**src/rtl/pdm_speaker_if.sv**
```systemverilog
// Sample stream into the PDM speaker transmitter: signed PCM words with valid/ready flow control.
interface pdm_speaker_if #(
   parameter int DATA_WIDTH = 16
);
   logic [DATA_WIDTH-1:0] data;
   logic                  valid;
   logic                  ready;

   modport master (output data, output valid, input ready);
   modport slave  (input data, input valid, output ready);
endinterface

```
**src/rtl/pdm_speaker.sv**
```systemverilog
// First-order sigma-delta PDM transmitter: buffers one PCM sample ahead and emits one
// PDM bit per divided-clock tick, OSR bits per sample.
module pdm_speaker #(
   parameter int INPUT_FREQ = 100000000,
   parameter int PDM_FREQ   = 2400000,
   parameter int OSR        = 50,
   parameter int DATA_WIDTH = 16
) (
   input  logic         clk,
   input  logic         rst,
   input  logic         enable,
   pdm_speaker_if.slave s,
   output logic         pdm_out,
   output logic         pdm_tick,
   output logic         underrun,
   output logic         AUD_SD
);
   localparam int W     = DATA_WIDTH;
   localparam int DIV   = INPUT_FREQ / PDM_FREQ;
   localparam int DIV_W = $clog2(DIV);
   localparam int OSR_W = $clog2(OSR);
   localparam logic [DIV_W-1:0] DIV_LAST = DIV_W'(DIV - 1);
   localparam logic [OSR_W-1:0] OSR_LAST = OSR_W'(OSR - 1);

   logic [DIV_W-1:0] div_cnt;
   logic [OSR_W-1:0] osr_cnt;
   logic [W-1:0]     acc;
   logic [W-1:0]     cur;
   logic [W-1:0]     nxt;
   logic             nxt_full;

   logic             tick;
   logic             boundary;
   logic             take;
   logic [W-1:0]     u;
   logic [W:0]       sum;

   assign s.ready  = !nxt_full;
   assign take     = s.valid && !nxt_full;
   assign tick     = enable && (div_cnt == DIV_LAST);
   assign boundary = tick && (osr_cnt == OSR_LAST);

   // Offset-binary view of the sample: the carry out of acc + u has ones density u / 2^W.
   assign u   = {~cur[W-1], cur[W-2:0]};
   assign sum = {1'b0, acc} + {1'b0, u};

   always_ff @(posedge clk) begin
      if (rst) begin
         div_cnt  <= '0;
         osr_cnt  <= '0;
         acc      <= '0;
         cur      <= '0;
         nxt      <= '0;
         nxt_full <= 1'b0;
         pdm_out  <= 1'b0;
         pdm_tick <= 1'b0;
         underrun <= 1'b0;
         AUD_SD   <= 1'b0;
      end else begin
         AUD_SD   <= enable;
         pdm_tick <= tick;
         underrun <= boundary && !nxt_full && !take;

         // A word arriving exactly on an empty boundary bypasses the holding register.
         if (take && !boundary) begin
            nxt      <= s.data;
            nxt_full <= 1'b1;
         end

         if (!enable) begin
            div_cnt <= '0;
            osr_cnt <= '0;
            acc     <= '0;
            cur     <= '0;
            pdm_out <= 1'b0;
         end else begin
            div_cnt <= tick ? '0 : div_cnt + DIV_W'(1);
            if (tick) begin
               osr_cnt <= (osr_cnt == OSR_LAST) ? '0 : osr_cnt + OSR_W'(1);
               acc     <= sum[W-1:0];
               pdm_out <= sum[W];
            end
            if (boundary) begin
               if (nxt_full) begin
                  cur      <= nxt;
                  nxt_full <= 1'b0;
               end else if (take) begin
                  cur <= s.data;
               end else begin
                  cur <= '0;
               end
            end
         end
      end
   end
endmodule

```
**src/flat_wrapper.sv**
```systemverilog
// flat-port wrapper written by rule: the top's interface ports become plain ports
module pdm_speaker_flat 
#(
   parameter int INPUT_FREQ = 100000000,
   parameter int PDM_FREQ   = 2400000,
   parameter int OSR        = 50,
   parameter int DATA_WIDTH = 16
)
  (clk, rst, enable, pdm_out, pdm_tick, underrun, AUD_SD, s_data, s_valid, s_ready);
  pdm_speaker_if #(.DATA_WIDTH(DATA_WIDTH)) s_i ();
  input  logic clk;
  input  logic rst;
  input  logic enable;
  output logic pdm_out;
  output logic pdm_tick;
  output logic underrun;
  output logic AUD_SD;
  input wire logic [$bits(s_i.data)-1:0] s_data;
  input wire logic [$bits(s_i.valid)-1:0] s_valid;
  output wire logic [$bits(s_i.ready)-1:0] s_ready;
  assign s_i.data = s_data;
  assign s_i.valid = s_valid;
  assign s_ready = s_i.ready;
  pdm_speaker #(.INPUT_FREQ(INPUT_FREQ), .PDM_FREQ(PDM_FREQ), .OSR(OSR), .DATA_WIDTH(DATA_WIDTH)) u_core (.clk(clk), .rst(rst), .enable(enable), .s(s_i), .pdm_out(pdm_out), .pdm_tick(pdm_tick), .underrun(underrun), .AUD_SD(AUD_SD));
endmodule
```
**config.mk**
```make
export PLATFORM = sky130hd
export DESIGN_NAME = pdm_speaker_flat
export DESIGN_NICKNAME = d
export VERILOG_FILES = /design/src/rtl/pdm_speaker_if.sv /design/src/rtl/pdm_speaker.sv /design/src/flat_wrapper.sv
export SDC_FILE = /design/constraint.sdc
export NUM_CORES = 1
export LEC_CHECK = 0
export BUFFER_PORTS_ARGS = -buffer_cell sky130_fd_sc_hd__clkbuf_2
export CORE_AREA = 2 2 102 114
export DETAILED_ROUTE_END_ITERATION = 12
export DIE_AREA = 0 0 104 116
export PLACE_DENSITY = 0.44
export SLEW_MARGIN = 0
export SYNTH_ARGS = -nofsm -noshare
export SYNTH_HDL_FRONTEND = slang
export SYNTH_SLANG_ARGS = --single-unit
```
**constraint.sdc**
```tcl
create_clock -name clk -period 2.6 [get_ports clk]
set_input_delay 0 -clock clk [delete_from_list [all_inputs] [get_ports clk]]
set_output_delay 0 -clock clk [all_outputs]
set_load 0.1 [all_outputs]
```
==> results of run 1 <==
-- critical path, cell delays in order (launching register included) --
cell and delay [ps]:
dfxtp_1 310, ha_1 230, fa_1 410, a21oi_1 260, o211ai_1 120, a32oi_1 290, nand2_1 150, nor4b_1 260
nor3_1 90
-- final cells by class --
cell class / count / share of cell area [%]
multi-input cells: 278 / 45.64
flip-flops and latches: 65 / 32.74
repair buffers: 46 / 8.184
clock buffers: 10 / 5.760
well taps: 147 / 4.627
clock inverters: 6 / 2.298
inverters: 8 / 0.7554
-- power by group --
group,internal [W],leakage [nW],switching [W]
combinational,0.0000632,1.01,0.0000861
sequential,0.00101,0.527,0.00000896
clock,0.000842,0.145,0.000462
total,0.00192,1.68,0.000557
-- routing by layer --
metal	up-vias	wire length (um)	part of all wire (%)	GRT usage, %
met5	-	0	0	0
li1	1387	-	-	-
met3	7	173	2.4	2.756
met4	0	127	1.8	6.216
met2	36	3172	44	21.23
met1	1164	3731	52	16.75
-- metrics by stage --
stage | instances | utilization (%) | area (um2) | hold slack, ps | power [W]
2_1_floorplan | 367 | - | 3223 | 143.9 | 0.001135
3_3_place_gp | 528 | 32.33 | 3495 | 246.1 | 0.001178
3_5_place_dp | 528 | 32.33 | 3495 | 253.4 | 0.001180
4_1_cts | 560 | 36.77 | 3975 | 123.6 | 0.002522
5_1_grt | 560 | 36.77 | 3975 | 160.8 | 0.002576
6_report | 560 | 36.77 | 3975 | 120.5 | 0.002477
-- cells in the mapped netlist (8+ instances only) --
cell type   n
ha_1       20
a21oi_1    36
nor2_1     52
nand2_1    32
mux2i_1    16
xor2_1      9
a211oi_1   19
xnor2_1    11
and3_1     20
clkbuf_1    9
o21ai_0    14
dfxtp_1    65
inv_1       8
-- final timing paths --
path                  start             end  slack [ps]
min reg2reg  u_core.acc[15]  u_core.acc[15]         460
max reg2reg   u_core.cur[0]  u_core.pdm_out         350
min                     rst   u_core.nxt[3]         120
max           u_core.cur[0]  u_core.pdm_out         350
-- state kept, by name, summed over array words and instances (netlist names) --
name             cells
u_core.cur          16
u_core.acc          16
u_core.pdm_tick      1
u_core.nxt_full      1
u_core.underrun      1
u_core.pdm_out       1
u_core.nxt          16
u_core.div_cnt       6
u_core.osr_cnt       6
u_core.AUD_SD        1
-- cells by family after synthesis --
logic type / after synthesis / synth area share, %
and+or+nand+nor: 132 / 19.14
AOI/OAI and AO/OA: 89 / 18.36
DFF: 65 / 40.37
buffers and inverters: 24 / 3.338
adders and majority gates: 21 / 8.385
xor gates and xnor gates: 20 / 5.435
muxes: 16 / 4.969
-- what timing repair did --
item                                   CTS  global route
setup endpoints to repair                0             0
hold buffers                            16             0
endpoints found under the hold margin   16             0
==> impl_metrics.py, run 1 <==
metrics = {
    "run_status": {
        "status": "finished clean",
    },
    "placement": {
        "dp_hpwl_um": 5100,
        "pre_cts_ws_ps": 337.5,
        "routabilityCongestion": 0.7973,
        "portBuffers": 24,
    },
    "global_routing": {
        "grt_remaining_overflow": 0,
        "grt_pass1_vias": 2514,
        "grt_pass1_wl_um": 12420,
        "antenna_found_initial": 0,
        "grt_use_total_pct": 13.08,
        "grt_start_max_net_pins": 34,
    },
    "worst_setup_path": {
        "r2r_cells": 8,
        "worstSetupPathType": "reg2reg",
        "endpoint_kind": "flip-flop",
        "start_kind": "flip-flop",
        "crit_arrival_ps": 2460,
        "worst-endpoint-required_ps": 2810,
        "cp_max_fo": 3,
    },
    "timing": {
        "tns_ps": 0,
        "finalMaxSlewViolations": 0,
        "finalCritPeriodShare_pct": 86.59,
        "slew-limit-headroom_pct": 61.64,
        "finClkSkew_ps": 5.042,
        "fmax_mhz": 444.2,
        "tightest_slew_ps": 569.3,
        "setup_viol": 0,
        "rsz0062_at_grt": "false",
        "final-hold-violation-count": 0,
        "setup_slack_ps": 348.6,
        "min_period_ps": 2251,
    },
    "logic_synthesis": {
        "synth.distinct_cells": 43,
        "synth-async-reset-ratio_pct": 0,
        "ys.flop_type": "dfxtp_1",
        "synthesis.area_um2": 3223,
        "synthTopCellsByArea": "dfxtp_1, ha_1, nor2_1, a21oi_1, mux2i_1",
        "ys_seq_area_share_pct": 40.37,
        "synth_nets": 408,
        "syn_inst": 367,
        "yosys_warnings": 0,
        "syn_area_per_cell_um2": 8.782,
        "ys_seq_elements": 65,
        "synth_top_area_share_pct": 40.37,
        "synth_top_area_cell": "dfxtp_1",
        "synth_edf_count": 0,
    },
    "floorplanning": {
        "coreArea_um2": 10810,
        "start_util_pct": 29.81,
        "io_pins": 25,
        "rows": 40,
        "chipHeight_um": 116,
        "die_x_um": 104,
        "dieArea_um2": 12060,
    },
    "finish": {
        "final_cell_mix": "dfxtp_1, nor2_1, a21oi_1",
        "fin_nets": 449,
        "register_area_um2": 1301,
        "syn2layout_area_growth_pct": 23.33,
        "drive_above_1_share_pct": 13.08,
        "layout_commonest_cell": "dfxtp_1",
        "fillerInstances": 1175,
        "n_antenna_cell": 0,
        "multiInputGateArea_um2": 1814,
    },
    "clock_network": {
        "cts_buffers": 9,
        "cts.sinks": 65,
        "clk_pin_slew_ps": 60,
        "ctsResizeCount": 0,
        "cts_tree": "done",
        "h-tree-depth": 3,
        "post_cts_buffers": 0,
        "clock_latency_ps": 330,
        "cts_buffer_depth": 2,
        "root_buffer": "clkbuf_16",
    },
    "drt": {
        "drtIter0Drc": 114,
        "drc_errors": 0,
        "vias": 2594,
        "ant_nets": 0,
        "avgViaCountPerCell": 4.632,
        "finalWirelength_um": 7204,
        "drtPass1Iterations": 4,
        "wire_per_inst_um": 12.86,
    },
    "flow_run": {
        "timing.max_cap.violations": 0,
    },
    "pwr": {
        "p_per_area_nw_per_um2": 623.3,
        "p_leak_nw": 1.683,
        "peakVddDrop_uv": 316.8,
    },
    "min_path": {
        "hp-class": "in2reg",
        "worstHoldPathCells": 2,
    },
}
No activity file was read; power rests on OpenSTA's default activity.
==> run 2, diff against run 1 <==
==> constraint.sdc (replaced) <==
create_clock -name clk -period 2.6 [get_ports clk]
set_input_delay 0.39 -clock clk [delete_from_list [all_inputs] [get_ports clk]]
set_output_delay 0.39 -clock clk [all_outputs]
set_load 0.1 [all_outputs]
==> impl_metrics.py, run 2 (synthesis results as in run 1) <==
metrics = {
    "pwr": {
        "peakVddDrop_uv": 342.8,
        "p_leak_nw": 1.622,
        "p_per_area_nw_per_um2": 605.6,
        "power_w": 0.002301,
    },
    "floorplanning": {
        "die_x_um": 104,
        "chipHeight_um": 116,
        "start_util_pct": 29.81,
        "dieArea_um2": 12060,
        "coreArea_um2": 10810,
        "io_pins": 25,
        "rows": 40,
    },
    "global_routing": {
        "grt_pass1_vias": 2575,
        "grt_start_max_net_pins": 30,
        "grt_pass1_wl_um": 12580,
        "antenna_found_initial": 0,
        "grt_use_total_pct": 13.36,
        "grt_remaining_overflow": 0,
    },
    "timing": {
        "finClkSkew_ps": 6.960,
        "setup_viol": 0,
        "fmax_mhz": 439.4,
        "finalCritPeriodShare_pct": 87.54,
        "holdWs_ps": 305.2,
        "tightest_slew_ps": 561.9,
        "final-hold-violation-count": 0,
        "rsz0062_at_grt": "false",
        "min_period_ps": 2276,
        "slew-limit-headroom_pct": 62.14,
        "tns_ps": 0,
        "finalMaxSlewViolations": 0,
    },
    "drt": {
        "vias": 2607,
        "drtIter0Drc": 91,
        "wire_per_inst_um": 13.34,
        "drc_errors": 0,
        "avgViaCountPerCell": 4.783,
        "ant_nets": 0,
        "drtPass1Iterations": 4,
        "finalWirelength_um": 7273,
    },
    "placement": {
        "dp_hpwl_um": 5258,
        "placed_area_um2": 3522,
        "portBuffers": 24,
        "dpl.cell_count": 530,
        "routabilityCongestion": 0.7974,
    },
    "clock_network": {
        "post_cts_buffers": 0,
        "clk_pin_slew_ps": 50,
        "ctsResizeCount": 0,
        "cts_buffer_depth": 2,
        "h-tree-depth": 3,
        "cts_buffers": 9,
        "cts_tree": "done",
        "cts.sinks": 65,
        "root_buffer": "clkbuf_16",
        "clock_latency_ps": 330,
        "holdBufCountCts": 0,
    },
    "finish": {
        "layout_commonest_cell": "dfxtp_1",
        "fillerInstances": 1176,
        "reg_top3": "u_core.acc (16), u_core.cur (16), u_core.nxt (16)",
        "fin_nets": 435,
        "final_cells": 545,
        "n_antenna_cell": 0,
        "drive_above_1_share_pct": 13.57,
        "final_cell_mix": "dfxtp_1, nor2_1, a21oi_1",
        "syn2layout_area_growth_pct": 17.90,
        "fin_area_um2": 3800,
    },
    "worst_setup_path": {
        "worstSetupPathType": "reg2reg",
        "worst-endpoint-required_ps": 2810,
        "crit_arrival_ps": 2490,
        "start_kind": "flip-flop",
        "cp_max_fo": 3,
        "endpoint_kind": "flip-flop",
    },
    "run_status": {
        "status": "finished clean",
    },
    "min_path": {
        "hp-class": "in2reg",
    },
    "flow_run": {
        "timing.max_cap.violations": 0,
    },
}
run 2: cell types whose count changed in the layout (fill, tap and decap cells not counted):
cell           change
inv_6              -1
buf_12             +1
clkinvlp_4         -3
clkinv_2           +3
clkbuf_1           +1
bufinv_16          -1
dlygate4sd3_1     -16
buf_4              +1
run 2: per-stage QoR:
stage / util [%] / setup slack, ps
final: 35.15 / 323.9
after global routing: 35.15 / 66.56
after CTS: 35.15 / 314.6
after detailed placement: 32.58 / 336.2
after global placement: 32.58 / 355.2
after floorplan: - / 389.8
run 2: report_power, final:
part,internal [W],switching (W)
sequential,0.00102,0.00000911
combinational,0.0000502,0.0000847
clock,0.000731,0.000411
run 2: worst paths after layout:
path	end	slack, ps	startpoint	cells past startpoint
worst min register to register	u_core.acc[15]	450	u_core.acc[15]	2
worst max register to register	u_core.pdm_out	320	u_core.cur[0]	8
worst min-delay path	u_core.nxt[13]	310	s_data[13]	3
worst max-delay path	u_core.pdm_out	320	u_core.cur[0]	8
run 2: layout make-up:
| cell class | count | area [um2] | share of cell area, % |
|---|---|---|---|
| clock buffers | 11 | 232.7 | 6.124 |
| clock inverters | 4 | 45.04 | 1.185 |
| inverters | 8 | 30.03 | 0.7903 |
| multi-input cells | 278 | 1814 | 47.74 |
| flip-flops and latches | 65 | 1301 | 34.24 |
| well taps | 147 | 183.9 | 4.840 |
| repair buffers | 32 | 192.7 | 5.071 |
run 2: routing by layer:
metal | track usage [%] | routed length [um] | up-vias
met2 | 21.80 | 3291 | 34
li1 | - | - | 1366
met5 | 0 | 0 | -
met1 | 16.71 | 3650 | 1198
met3 | 3.487 | 222 | 9
met4 | 6.126 | 108 | 0
run 2: worst max-delay path, cell delays in order (launching register included):
cell and delay (ps):
dfxtp_1 310, ha_1 240, fa_1 420, a21oi_1 270, o211ai_1 130, a32oi_1 300
nand2_1 150, nor4b_1 260, nor3_1 90
